===== config.mk =====
export PLATFORM = sky130hd
export DESIGN_NAME = tile_playback_ctrl
export DESIGN_NICKNAME = d
export VERILOG_FILES = /design/src/rtl/tile_playback_ctrl_pkg.sv /design/src/rtl/tile_playback_ctrl_raster.sv /design/src/rtl/tile_playback_ctrl.sv
export SDC_FILE = /design/constraint.sdc
export NUM_CORES = 1
export LEC_CHECK = 0
export ABC_AREA = 1
export BUFFER_PORTS_ARGS = -buffer_cell sky130_fd_sc_hd__buf_4
export CAP_MARGIN = 25
export CORE_UTILIZATION = 40
export CTS_CLUSTER_DIAMETER = 150
export DETAILED_ROUTE_END_ITERATION = 6
export MAX_ROUTING_LAYER = met4
export SYNTH_ARGS = -nofsm -noshare
export SYNTH_HDL_FRONTEND = slang
export SYNTH_HIERARCHICAL = 1
export SYNTH_SLANG_ARGS = --single-unit

===== constraint.sdc =====
create_clock -name clock -period 1.9 [get_ports clock]
set_input_delay 0.095 -clock clock [delete_from_list [all_inputs] [get_ports clock]]
set_output_delay 0.095 -clock clock [all_outputs]
set_load 0.02 [all_outputs]

===== src/rtl/tile_playback_ctrl_pkg.sv =====
// Shared game definitions: playback state encoding, tile geometry and tile-code/colour constants.
package tile_playback_ctrl_pkg;

  typedef enum logic [2:0] {
    ST_IDLE  = 3'd0,
    ST_DRAW  = 3'd1,
    ST_HOLD  = 3'd2,
    ST_ERASE = 3'd3,
    ST_GAP   = 3'd4,
    ST_DONE  = 3'd5
  } state_t;

  localparam int unsigned TILE_PIXELS = 64;
  localparam int unsigned TILE_BITS   = 2;
  localparam int unsigned PIX_W       = 6;

  localparam logic [2:0] BLACK = 3'b000;

  localparam logic [TILE_BITS-1:0] TILE_TOP_LEFT     = 2'b00;
  localparam logic [TILE_BITS-1:0] TILE_TOP_RIGHT    = 2'b01;
  localparam logic [TILE_BITS-1:0] TILE_BOTTOM_LEFT  = 2'b10;
  localparam logic [TILE_BITS-1:0] TILE_BOTTOM_RIGHT = 2'b11;

  localparam logic [2:0] COLOUR_TOP_LEFT     = 3'b001;
  localparam logic [2:0] COLOUR_TOP_RIGHT    = 3'b010;
  localparam logic [2:0] COLOUR_BOTTOM_LEFT  = 3'b011;
  localparam logic [2:0] COLOUR_BOTTOM_RIGHT = 3'b100;

  // Colour the lookup paints for a given tile code.
  function automatic logic [2:0] tile_colour(input logic [TILE_BITS-1:0] code);
    logic [2:0] colour;
    colour = BLACK;
    case (code)
      TILE_TOP_LEFT:     colour = COLOUR_TOP_LEFT;
      TILE_TOP_RIGHT:    colour = COLOUR_TOP_RIGHT;
      TILE_BOTTOM_LEFT:  colour = COLOUR_BOTTOM_LEFT;
      TILE_BOTTOM_RIGHT: colour = COLOUR_BOTTOM_RIGHT;
      default:           colour = BLACK;
    endcase
    return colour;
  endfunction

endpackage


===== src/rtl/tile_playback_ctrl_raster.sv =====
// 8x8 tile raster: pixel counter (x fastest) shared by the paint and erase passes.
module tile_raster
  import tile_playback_ctrl_pkg::*;
(
  input  logic             clock,
  input  logic             reset,
  input  logic             clear,
  input  logic             enable,
  output logic [PIX_W-1:0] pixel,
  output logic             last_c
);

  // Wraps naturally to 0 after the last pixel so the next pass starts clean.
  always_ff @(posedge clock) begin
    if (reset || clear) begin
      pixel <= '0;
    end else if (enable) begin
      pixel <= pixel + PIX_W'(1);
    end
  end

  assign last_c = (pixel == PIX_W'(TILE_PIXELS - 1));

endmodule


===== src/rtl/tile_playback_ctrl.sv =====
// Plays a latched colour sequence tile by tile: paint, hold, erase, gap, then a one-cycle done.
module tile_playback_ctrl
  import tile_playback_ctrl_pkg::*;
#(
  parameter int unsigned HOLD_CYCLES = 25_000_000,
  parameter int unsigned GAP_CYCLES  = 12_500_000,
  parameter int unsigned MAX_TILES   = 9
) (
  input  logic        clock,
  input  logic        reset,
  input  logic        start,
  input  logic [3:0]  level,
  input  logic [17:0] seq_in,
  output logic [17:0] seq_out,
  output logic [5:0]  counter,
  output logic        load_random,
  output logic [2:0]  x_off,
  output logic [2:0]  y_off,
  output logic        blank,
  output logic        plot,
  output logic        busy,
  output logic        done
);

  localparam int unsigned TIMER_MAX = (HOLD_CYCLES > GAP_CYCLES) ? HOLD_CYCLES : GAP_CYCLES;
  localparam int unsigned TW        = ($clog2(TIMER_MAX) < 1) ? 1 : $clog2(TIMER_MAX);

  state_t          state_q, state_d;
  logic [TW-1:0]   timer_q, timer_d;
  logic [5:0]      cnt_q, cnt_d;
  logic [3:0]      len_q, len_d;
  logic [17:0]     seq_q, seq_d;
  logic [3:0]      level_clamped;
  logic            ras_clr, ras_en, ras_last;
  logic [PIX_W-1:0] pixel;
  logic            plot_d, blank_d, busy_d, done_d;
  logic            plot_q, blank_q, busy_q, done_q;

  tile_raster u_raster (
    .clock  (clock),
    .reset  (reset),
    .clear  (ras_clr),
    .enable (ras_en),
    .pixel  (pixel),
    .last_c (ras_last)
  );

  assign level_clamped = (level > 4'(MAX_TILES)) ? 4'(MAX_TILES) : level;

  // State, counters and output flags; flags are decoded from the next state so they line up with it.
  always_ff @(posedge clock) begin
    if (reset) begin
      state_q <= ST_IDLE;
      timer_q <= '0;
      cnt_q   <= '0;
      len_q   <= '0;
      seq_q   <= '0;
      plot_q  <= 1'b0;
      blank_q <= 1'b0;
      busy_q  <= 1'b0;
      done_q  <= 1'b0;
    end else begin
      state_q <= state_d;
      timer_q <= timer_d;
      cnt_q   <= cnt_d;
      len_q   <= len_d;
      seq_q   <= seq_d;
      plot_q  <= plot_d;
      blank_q <= blank_d;
      busy_q  <= busy_d;
      done_q  <= done_d;
    end
  end

  always_comb begin
    state_d = state_q;
    timer_d = timer_q;
    cnt_d   = cnt_q;
    len_d   = len_q;
    seq_d   = seq_q;
    ras_clr = 1'b0;
    ras_en  = 1'b0;
    case (state_q)
      ST_IDLE: begin
        if (start) begin
          seq_d   = seq_in;
          len_d   = level_clamped;
          cnt_d   = '0;
          timer_d = '0;
          ras_clr = 1'b1;
          state_d = (level_clamped == 4'd0) ? ST_DONE : ST_DRAW;
        end
      end
      ST_DRAW: begin
        ras_en = 1'b1;
        if (ras_last) state_d = ST_HOLD;
      end
      ST_HOLD: begin
        if (timer_q == TW'(HOLD_CYCLES - 1)) begin
          timer_d = '0;
          state_d = ST_ERASE;
        end else begin
          timer_d = timer_q + TW'(1);
        end
      end
      ST_ERASE: begin
        ras_en = 1'b1;
        if (ras_last) state_d = ST_GAP;
      end
      ST_GAP: begin
        if (timer_q == TW'(GAP_CYCLES - 1)) begin
          timer_d = '0;
          // Advancing the index here lets the next tile's first pixel share this boundary.
          if (cnt_q == 6'(len_q) - 6'd1) begin
            state_d = ST_DONE;
          end else begin
            cnt_d   = cnt_q + 6'd1;
            state_d = ST_DRAW;
          end
        end else begin
          timer_d = timer_q + TW'(1);
        end
      end
      ST_DONE: state_d = ST_IDLE;
      default: state_d = ST_IDLE;
    endcase

    plot_d  = (state_d == ST_DRAW) || (state_d == ST_ERASE);
    blank_d = (state_d == ST_ERASE);
    busy_d  = (state_d == ST_DRAW) || (state_d == ST_HOLD) ||
              (state_d == ST_ERASE) || (state_d == ST_GAP);
    done_d  = (state_d == ST_DONE);
  end

  assign seq_out     = seq_q;
  assign counter     = cnt_q;
  assign x_off       = pixel[2:0];
  assign y_off       = pixel[5:3];
  assign plot        = plot_q;
  assign blank       = blank_q;
  assign busy        = busy_q;
  assign load_random = busy_q;
  assign done        = done_q;

endmodule


# ---- Yosys cells after proc, flatten, opt, wreduce, memory -nomap -nowiden
# Cells that the tools add are included.
dict set report totals {
  ff_bits 66
  input_bits 25
  output_inout_bits 35
  word_cells 64
}
dict set report classes {
  add_sub_neg 4
  order_cmp 1
  n_eq_ne 16
  mux 20
  reduce_logical 13
}
# operator n
set op_table {}
lappend op_table {{2-to-1 mux 25 bit} 3}
lappend op_table {{case mux 25 bit (3 select lines)} 1}
lappend op_table {{adder 25 x 1 -> 25 bit, second input constant} 1}
lappend op_table {{equality test 25 x 24 -> 1 bit, second input constant} 1}
lappend op_table {{equality test 25 bit, second input constant} 1}
lappend op_table {{2-to-1 mux 3 bit} 7}
lappend op_table {{2-to-1 mux 6 bit} 3}
lappend op_table {{case mux 3 bit (5 select lines)} 1}
lappend op_table {{adder 6 x 1 -> 6 bit, second input constant} 2}
lappend op_table {{equality test 3 x 2 -> 1 bit, second input constant} 4}
lappend op_table {{case mux 6 bit (2 select lines)} 1}
lappend op_table {{equality test 3 bit, second input constant} 3}
lappend op_table {{equality test 3 x 1 -> 1 bit, second input constant} 2}
lappend op_table {{equality test 6 bit} 1}
lappend op_table {{equality test 6 bit, second input constant} 1}
lappend op_table {{inequality test 2 bit, second input constant} 3}
lappend op_table {{logical OR 1 bit} 5}
lappend op_table {{subtractor 4 x 1 -> 5 bit, second input constant} 1}
lappend op_table {{> comparator 4 bit, second input constant} 1}
lappend op_table {{logical NOT 4 bit} 1}
lappend op_table {{2-to-1 mux 4 bit} 1}
lappend op_table {{AND reduction 2 bit} 2}
lappend op_table {{AND reduction 4 bit} 1}
lappend op_table {{logical NOT 3 bit} 1}
lappend op_table {{4 further kinds} 6}

# ---- Longest topological paths before layout
# Gate-level depths: netlist (run 1).
dict set report logic_depth {
  depth_word 10
  ltp_mapped 14
  ltp_nobuf 14
}

# ---- Cells and area by module
# Netlist (run 1), hierarchy kept.
# module instances cells_per_inst area_each_um2 seq_area_each_um2
set by_module_without_submodules {}
lappend by_module_without_submodules {tile_playback_ctrl 1 466 3139.3 1201.2}
lappend by_module_without_submodules {tile_raster 1 37 267.8 120.1}

# ---- Worst setup path after synthesis (run 1)
# OpenSTA, ideal clock, no wires.
dict set report synth_path {
  kind {register to register}
  startpoint {register timer_q[0]}
  endpoint {register timer_q[10]}
  setup_time_ns 0.115
  arrival_ns 1.591
  required_time_ns 1.785
  path_slack_ns 0.195
  stages_incl_launch_ff 10
  n_path_buf 1
  synth_period_minus_slack_ns 1.705
  cell_sequence {dfxtp_1 > ha_1 > nand2_1 > nor2_4 > nand4_2 > o21ai_4 > nand3_4 > nand2_4 > buf_6 > nor2_1}
}
dict set report synth_between {
  elab_chain_cells 3
  word_cells_on_any_way 6
  cone_classes {1 x add/sub; 2 x eq/ne; 3 x mux}
}
# item line
set synth_lines {}
lappend synth_lines {{start: declaration} tile_playback_ctrl.sv:29} ;# logic [TW-1:0] timer_q, timer_d;
lappend synth_lines {{start signal: assignment} tile_playback_ctrl.sv:64} ;# timer_q <= timer_d;
lappend synth_lines {{adder 25 x 1 -> 25 bit, or another cell as far along} {tile_playback_ctrl.sv:103, tile_playback_ctrl.sv:121}}
lappend synth_lines {{2-to-1 mux 25 bit, on equally long branches} {tile_playback_ctrl.sv:111, tile_playback_ctrl.sv:99}}
lappend synth_lines {{case mux 25 bit (3 select lines) (*)} tile_playback_ctrl.sv:83} ;# case (state_q)
# Every way passes the cells marked *; elsewhere a longest branch is shown, timed or not.
# A chain may end at the register's enable or synchronous reset.

# ---- Worst setup path after layout (run 1)
dict set report layout_path {
  startpoint {register timer_q[0]}
  endpoint {register timer_q[11]}
}
# The elaborated chain is that of the path after synthesis.

==> flow_summary_export.csv, run 1 <==
group,metric,value,unit
run_status,outcome,"completed",
worst_setup_path,slowest_stage,"dfxtp_1",
detailed_routing,drtPass1Iterations,5,
worst_setup_path,start_kind,"flop",
pwr,p_leak,1.938,nW
worst_setup_path,worstPathArrival,1.97,ns
worst_setup_path,crit_family,"simple AND/OR/NAND/NOR gates",
sta,worst_slew_pin_slew,0.6761,ns
synthesis,yosys_warnings,6,
layout,area_delta_synth_final,32.76,%
global_route,grt_pass1_vias,3103,
placed_design,dp_hpwl,6241,um
pwr,power,0.003385,W
sta,min_period,1.756,ns
synthesis,synth_area,0.003407,mm2
sta,relSlewSlack,54.87,%
worst_setup_path,end_kind,"flop",
detailed_routing,via_per_inst,4.946,
global_route,grt_max_degree,35,
global_route,grt_pass1_wl,14260,um
cts,numCtsBuffers,9,
synthesis,synth_seq_cells,66,
detailed_routing,wl_met3,416,um
cts,cts.path.max_buffers,2,
sta,whs,0.008650,ns
detailed_routing,postRouteAntennaNets,0,
hold_path,min_from,"seq_in[0]",
synthesis,synth-edff-count,0,
cts,clkSinkCount,66,
sta,maxSlewViolCount,0,
synthesis,avgSynthCellArea,6.773,um2
synthesis,post_synth_inst_count,503,
synthesis,ys.flop_type,"dfxtp_1",
global_route,antenna_found_initial,0,
layout,antenna_cells,0,
placed_design,routabilityCongestion,0.9152,
detailed_routing,wl_met2,4423,um
cts,clk_pin_slew_worst_paths,0.08,ns
worst_setup_path,crit_path_max_incr_delay,0.38,ns
die,die_w,94.29,um
die,die-height,94.29,um
detailed_routing,finalWirelength,8920,um
synthesis,synth_nets,532,
worst_setup_path,r2r-start,"timer_q[0]",
sta,timing.final.crit_share,92.42,%
worst_setup_path,required,2.11,ns
detailed_routing,routedLengthMet1,3966,um
sta,setup_slack,0.1441,ns
placed_design,post-place-ws,0.05053,ns
hold_path,hold_path_class,"in -> reg",
worst_setup_path,path_common_cell,"nand2_1",
worst_setup_path,path_buf_inv,0,
global_route,gr-usage-all-layers,21.27,%
cts,root_buffer,"clkbuf_8",
layout,fin_nets,622,
sta,fin_worst_skew,0.01022,ns
sta,hold_viol_final,0,
worst_setup_path,worstPathCellList,"ha_1, nand2_1, nor2_4, nand2_2, nor2_2, nand2_1, nand2_2, nand3_4, nand2_1, nor3_1",
cts,clk_latency,0.34,ns
die,fp.dieArea,0.008891,mm2
detailed_routing,wl_per_cell,12.69,um
detailed_routing,vias,3477,
die,rows,33,
placed_design,port_buffers,59,
sta,fmax,0.5695,GHz
synthesis,ys_types,38,
job,drv_cap,0,
pwr,power_per_cell_area,748.4,mW/mm2
cts,tritoncts,"built",
sta,finalSetupViolations,0,
die,initial_core_util,41.46,%
layout,drive_gt1_share,21.40,%
detailed_routing,drc,0,
synthesis,ys_seq_area_share,38.78,%
synthesis,ys_async_sr_fraction,0,%
pwr,ir_drop,0.0003415,V
worst_setup_path,startpoint,"timer_q[0]",
die,ioPinCount,60,
die,core_area,0.008217,mm2
worst_setup_path,criticalPathCategory,"reg -> reg",
detailed_routing,drtIter0Drc,132,
global_route,overflow,0,
cts,cts.htree.levels,3,
worst_setup_path,cp_max_fo,6,
detailed_routing,top_layer_used,"met4",
[per-stage QoR]
stage,setup TNS (ns),instances,utilization (%),area (um2)
after CTS,0,701,53.95,4433
after global placement,0,670,49.08,4033
after global routing,-0.1060,703,55.05,4523
after detailed placement,0,670,49.08,4033
final,0,703,55.05,4523
after floorplan,0,503,-,3407
[kinds of logic after synthesis]
logic type      synth area share (%)
compound gates                 10.50
xor+xnor                       3.342
fa+ha+maj                      1.469
buf+inv                        7.602
flops                          38.78
simple gates                   38.30
[cells in the mapped netlist, types with 2 or more instances]
cell type  count  area, um2
nand2_1      141      529.3
nor2_1        75      281.5
dfxtp_1       66       1321
inv_1         45      168.9
a21oi_1       43      215.2
nand3_1       41      205.2
o21ai_0       11      55.05
xor2_1         9      78.83
nand4_1        8      50.05
nor3_1         8      40.04
clkbuf_1       7      26.28
buf_2          4      20.02
ha_1           4      50.05
xnor2_1        4      35.03
a31oi_1        3      18.77
nand2_2        3      18.77
nand2_4        3      33.78
nor2_4         3      33.78
a31o_2         2      17.52
buf_6          2      22.52
inv_2          2      7.510
nand3b_1       2      15.01
nor2_2         2      12.51
[flip-flops by register name (all words and copies together), names as in the netlist]
signal	count
done	1
busy	1
counter	6
len_q	4
timer_q	25
seq_out	18
plot	1
state_q	3
blank	1
u_raster/pixel	6
[routing by layer]
| layer | vias to the layer above | global-route usage (%) |
|---|---|---|
| met5 | - | - |
| met4 | 0 | 7.308 |
| met3 | 15 | 5.016 |
| met2 | 85 | 35.51 |
| met1 | 1574 | 24.93 |
| li1 | 1803 | - |
[cell type report]
| type | count | area [um2] |
|---|---|---|
| clock buffers | 10 | 137.6 |
| flip-flops and latches | 66 | 1321 |
| fillers | 790 | 3694 |
| multi-input cells | 375 | 1887 |
| inverters | 48 | 185.2 |
| well taps | 105 | 131.4 |
| repair buffers | 93 | 748.2 |
| clock inverters | 6 | 112.6 |
[repair_timing]
item	4_1_cts	5_1_grt
setup buffers	0	2
endpoints found under the setup margin	0	37
resized for setup	0	17
hold endpoints to repair	15	0
hold buffers	15	0
[worst min-delay path: cells and delay by family]
kind | cells | cell delay (ns)
buffers and inverters | 1 | 0.11
and+or+nand+nor | 1 | 0.05
AOI/OAI and AO/OA | 1 | 0.05
[cell usage in the layout (no fill, tap or decap), drive strengths merged, types with 3 or more instances in the layout]
cell type,instances
dfxtp,66
a31oi,3
nand2,147
xor2,9
xnor2,4
inv,49
bufinv,3
nand3,43
nand4,9
clkbuf,10
buf,78
ha,4
a21oi,43
dlygate4sd3,15
nor3,9
nor2,80
o21ai,12
[path summary, 6_finish.rpt]
kind                               endpoint  slack [ns]  cells after the start
worst max register to register  timer_q[11]        0.14                     10
worst min register to register   seq_out[5]        0.47                      2
worst max-delay path            timer_q[11]        0.14                     10
worst min-delay path             seq_out[0]       0.009                      3
[power breakdown]
group	total [W]	switching, W	internal (W)
Clock	0.00149	0.000579	0.000913
Combinational	0.000441	0.000261	0.000180
Sequential	0.00145	0.0000281	0.00142
Note: power is estimated with default switching activity, not from simulation.
==> inputs of run 2 (changes only) <==
--- a/config.mk
+++ b/config.mk
@@ -11,6 +11,7 @@
 export CORE_UTILIZATION = 40
 export CTS_CLUSTER_DIAMETER = 150
 export DETAILED_ROUTE_END_ITERATION = 6
+export HOLD_SLACK_MARGIN = 0.06
 export MAX_ROUTING_LAYER = met4
 export SYNTH_ARGS = -nofsm -noshare
 export SYNTH_HDL_FRONTEND = slang
==> flow_summary_export.csv, run 2 (synthesis gave the netlist of run 1 again) <==
group,metric,value,unit
run_status,outcome,"completed",
die,core_area,0.008217,mm2
layout,largest-register,"timer_q",
sta,relSlewSlack,55.11,%
die,die-height,94.29,um
placed_design,dp_hpwl,6241,um
pwr,ir_drop,0.0003415,V
layout,final_common_cell,"nand2_1",
sta,min_period,1.755,ns
worst_setup_path,start_kind,"flop",
detailed_routing,wl_per_cell,12.66,um
die,ioPinCount,60,
pwr,power_per_cell_area,739.7,mW/mm2
worst_setup_path,required,2.11,ns
layout,finalInstanceArea,0.004593,mm2
global_route,antenna_found_initial,0,
detailed_routing,vias,3483,
worst_setup_path,worstPathArrival,1.97,ns
die,die_w,94.29,um
hold_path,hold_path_class,"in -> reg",
worst_setup_path,criticalPathCategory,"reg -> reg",
cts,cts.path.max_buffers,2,
layout,utilization,55.90,%
global_route,grt_pass1_vias,3130,
sta,finalSetupViolations,0,
worst_setup_path,r2r_cells,10,
global_route,overflow,0,
die,fp.dieArea,0.008891,mm2
cts,tritoncts,"built",
cts,root_buffer,"clkbuf_8",
pwr,p_leak,1.967,nW
layout,largest_reg_flops,25,
layout,drive_gt1_share,21.16,%
job,drv_cap,0,
worst_setup_path,startpoint,"timer_q[0]",
sta,timing.final.crit_share,92.35,%
cts,clkSinkCount,66,
die,rows,33,
layout,area_delta_synth_final,34.81,%
sta,maxSlewViolCount,0,
global_route,gr-usage-all-layers,21.46,%
detailed_routing,drtPass1Iterations,4,
worst_setup_path,end_kind,"flop",
global_route,grt_max_degree,35,
detailed_routing,drc,0,
placed_design,routabilityCongestion,0.9152,
detailed_routing,via_per_inst,4.906,
global_route,grt_pass1_wl,14410,um
cts,cts.htree.levels,3,
cts,clk_latency,0.34,ns
detailed_routing,finalWirelength,8991,um
layout,antenna_cells,0,
cts,numCtsBuffers,9,
sta,worst_slew_pin_slew,0.6726,ns
detailed_routing,postRouteAntennaNets,0,
worst_setup_path,cp_max_fo,6,
worst_setup_path,r2r-start,"timer_q[0]",
sta,fin_worst_skew,0.01031,ns
sta,hold_viol_final,0,
die,initial_core_util,41.46,%
layout,fin_nets,629,
placed_design,port_buffers,59,
sta,setup_tns,0,ns
pwr,power,0.003397,W
layout,final_cell_mix,"nand2_1 (136), buf_4 (77), nor2_1 (71)",
worst_setup_path,rr_endpoint,"timer_q[11]",
sta,fmax,0.5699,GHz
detailed_routing,drtIter0Drc,153,
cts,clk_pin_slew_worst_paths,0.07,ns
worst_setup_path,cp-endpoint,"timer_q[11]",
worst_setup_path,rrSetupSlack,0.15,ns
placed_design,place_area,0.004033,mm2
==> run 2: worst min-delay path by stage <==
stage,cells past startpoint,startpoint,end
finish,2,reset,timer_q[18]
global route,2,reset,seq_out[8]
floorplan,2,level[0],len_q[0]
CTS,2,reset,seq_out[9]
detailed placement,3,level[2],len_q[2]
global placement,3,seq_in[17],seq_out[17]
==> run 2: cell type report <==
cell class / count / area (um2)
clock buffers: 10 / 137.6
clock inverters: 6 / 112.6
fillers: 785 / 3623
inverters: 48 / 185.2
multi-input cells: 375 / 1887
flip-flops and latches: 66 / 1321
well taps: 105 / 131.4
repair buffers: 100 / 818.3
==> run 2: power by group <==
| part | leakage, nW | internal [W] | total [W] | switching, W |
|---|---|---|---|---|
| registers | 0.536 | 0.00142 | 0.00145 | 0.0000279 |
| clock network | 0.127 | 0.000913 | 0.00149 | 0.000580 |
| logic | 1.30 | 0.000189 | 0.000452 | 0.000263 |
==> run 2: repair_timing <==
item,4_1_cts,5_1_grt
endpoints found under the hold margin,21,0
hold buffers,22,0
buffers inserted,0,2
gates resized for setup,0,17
endpoints found under the setup margin,0,37
==> run 2: stage by stage <==
stage,std cells,setup WS (ns),hold slack [ns]
after floorplan,503,0.1946,0.2321
after global placement,670,0.1370,0.3484
after global routing,710,-0.02074,0.1749
after CTS,708,0.03336,0.1702
after detailed placement,670,0.05053,0.3498
final,710,0.1454,0.1884
==> run 2: worst max-delay path, stage by stage (launching register included) <==
cell and delay, ns:
dfxtp_1 0.38, ha_1 0.19, nand2_1 0.10, nor2_4 0.16, nand2_2 0.12, nor2_2 0.16
nand2_1 0.07, nand2_2 0.12, nand3_4 0.15, nand2_1 0.13, nor3_1 0.05
==> run 2: metal layers <==
metal | GRT usage, % | share of wire (%)
met3 | 4.935 | 4.1
met1 | 25.32 | 45
met2 | 35.93 | 50
met5 | - | 0
met4 | 6.923 | 1.1
==> inputs of run 3 (changes only) <==
--- a/config.mk
+++ b/config.mk
@@ -8,6 +8,7 @@
 export ABC_AREA = 1
 export BUFFER_PORTS_ARGS = -buffer_cell sky130_fd_sc_hd__buf_4
 export CAP_MARGIN = 25
+export CORE_ASPECT_RATIO = 0.7
 export CORE_UTILIZATION = 40
 export CTS_CLUSTER_DIAMETER = 150
 export DETAILED_ROUTE_END_ITERATION = 6
==> constraint.sdc (replaced) <==
create_clock -name clock -period 1.9 [get_ports clock]
set_input_delay 0.38 -clock clock [delete_from_list [all_inputs] [get_ports clock]]
set_output_delay 0.38 -clock clock [all_outputs]
set_load 0.02 [all_outputs]
==> flow_summary_export.csv, run 3 (synthesis gave the netlist of run 1 again) <==
group,metric,value,unit
worst_setup_path,end_kind,"flop",
sta,timing.final.crit_share,93.02,%
pwr,ir_drop,0.0005596,V
cts,tritoncts,"built",
global_route,gr-usage-all-layers,21.47,%
detailed_routing,finalWirelength,8966,um
sta,worst_slew_pin_slew,0.6644,ns
detailed_routing,postRouteAntennaNets,0,
sta,maxSlewViolCount,0,
worst_setup_path,r2r_cells,9,
die,die-height,79.22,um
pwr,p_leak,1.888,nW
die,initial_core_util,42.37,%
sta,finalSetupViolations,0,
cts,numCtsBuffers,9,
global_route,grt_pass1_vias,3003,
pwr,comb_power_share,12.2,%
sta,fmax,0.5658,GHz
worst_setup_path,rrSetupSlack,0.13,ns
cts,clk_pin_slew_worst_paths,0.05,ns
cts,hold_buffers,0,
detailed_routing,drtPass1Iterations,7,
pwr,pwr-share-seq,42.2,%
layout,fin_nets,610,
placed_design,dp_hpwl,6685,um
pwr,pwr-share-clk,45.6,%
die,fp.dieArea,0.008897,mm2
pwr,p_int,0.002584,W
hold_path,hold_path_class,"in -> reg",
job,drv_cap,0,
run_status,outcome,"finished, violations left",
layout,drive_gt1_share,21.75,%
sta,whs,0.2856,ns
sta,hold_viol_final,0,
sta,min_period,1.767,ns
global_route,overflow,0,
pwr,switching_power,0.0008630,W
worst_setup_path,start_kind,"flop",
die,ioPinCount,60,
detailed_routing,vias,3419,
layout,largest_reg_flops,25,
layout,final_common_cell,"nand2_1",
detailed_routing,drc,3,
cts,root_buffer,"clkbuf_16",
die,core_area,0.008040,mm2
global_route,antenna_found_initial,0,
worst_setup_path,crit_path_max_incr_delay,0.37,ns
placed_design,port_buffers,59,
detailed_routing,wl_per_cell,13.09,um
placed_design,post-place-ws,0.08053,ns
cts,cts.path.max_buffers,2,
worst_setup_path,worstPathCellList,"ha_1, nand2_1, nor2_4, nand4_2, o21ai_4, buf_4, nand3_4, nand2_8, nor2_1",
sta,rsz0062_at_grt,"true",
sta,relSlewSlack,55.66,%
layout,antenna_cells,0,
layout,nFillCells,796,
cts,clkSinkCount,66,
worst_setup_path,criticalPathCategory,"reg -> reg",
detailed_routing,drtIter0Drc,342,
run_status,violations,"design-rule violations",
sta,setup_slack,0.1325,ns
worst_setup_path,slowest_stage,"dfxtp_1",
pwr,switching_share,25.03,%
global_route,grt_max_degree,30,
global_route,grt_pass1_wl,14570,um
cts,cts.htree.levels,3,
die,rows,27,
layout,area_delta_synth_final,28.83,%
placed_design,routabilityCongestion,0.9545,
die,die_w,112.3,um
layout,largest-register,"timer_q",
cts,clk_latency,0.32,ns
hold_path,hold_depth,2,
worst_setup_path,required,2.12,ns
layout,final_cell_mix,"nand2_1 (138), buf_4 (81), nor2_1 (73)",
worst_setup_path,cp_max_fo,12,
worst_setup_path,worstPathArrival,1.98,ns
sta,fin_worst_skew,0.003921,ns
pwr,power_per_cell_area,785.4,mW/mm2
detailed_routing,via_per_inst,4.991,
[run 3: cell count changes in the layout (fill, tap and decap cells not counted), moves of 2 or more]
| cell | previous run | this run |
|---|---|---|
| dlygate4sd3_1 | 22 | 0 |
| nor2_2 | 6 | 4 |
| bufinv_16 | 3 | 1 |
| nor2_1 | 71 | 73 |
| clkbuf_16 | 0 | 9 |
| nand2_4 | 5 | 3 |
| clkbuf_8 | 10 | 0 |
| buf_4 | 77 | 81 |
| clkinv_2 | 1 | 3 |
| nand2_1 | 136 | 138 |
[run 3: power by group through the flow]
stage / Combinational [W] / Clock, W / Sequential [W]
6_report: 0.000419 / 0.00157 / 0.00146
5_1_grt: 0.000462 / 0.00168 / 0.00146
4_1_cts: 0.000405 / 0.00161 / 0.00146
3_5_place_dp: 0.000404 / 0 / 0.00148
3_3_place_gp: 0.000403 / 0 / 0.00148
2_1_floorplan: 0.000217 / 0 / 0.00152
[run 3: layout make-up]
type | instances | area, um2 | share of cell area (%)
multi-input cells | 375 | 1876 | 42.73
flip-flops and latches | 66 | 1323 | 30.13
repair buffers | 81 | 608.1 | 13.85
clock buffers | 10 | 229.0 | 5.217
inverters | 48 | 182.7 | 4.162
well taps | 101 | 126.4 | 2.879
clock inverters | 4 | 45.04 | 1.026
[run 3: stage by stage]
stage | area (um2) | std cells | setup TNS (ns) | util [%] | power [W]
2_1_floorplan | 3407 | 503 | 0 | - | 0.001739
3_3_place_gp | 4050 | 669 | 0 | 50.37 | 0.001885
3_5_place_dp | 4050 | 669 | 0 | 50.37 | 0.001888
4_1_cts | 4324 | 683 | 0 | 53.78 | 0.003470
5_1_grt | 4389 | 685 | -0.01715 | 54.59 | 0.003602
6_report | 4389 | 685 | 0 | 54.59 | 0.003447
[run 3: worst paths after layout]
kind,from,end
hold reg to reg,seq_out[11],seq_out[11]
setup / recovery,timer_q[0],timer_q[23]
setup reg to reg,timer_q[0],timer_q[23]
hold / removal,reset,len_q[3]
[run 3: per-layer routing]
layer / vias up / GRT usage (%) / wire [um]
met1: 1524 / 30.57 / 4632
met3: 7 / 6.718 / 680
met4: 0 / 6.400 / 68
li1: 1776 / - / -
met2: 112 / 28.45 / 3585
met5: - / - / 0
[run 3: worst max-delay path, delay by kind of cell (launching register included)]
kind | cells | cell delay (ns)
and+or+nand+nor | 6 | 0.76
buffers and inverters | 1 | 0.15
AOI/OAI and AO/OA | 1 | 0.20
DFF | 1 | 0.37
adders and majority gates | 1 | 0.19
[run 3: what timing repair did]
action	CTS	global route
resized for setup	0	12
endpoints found under the setup margin	0	32
buffers inserted	0	2
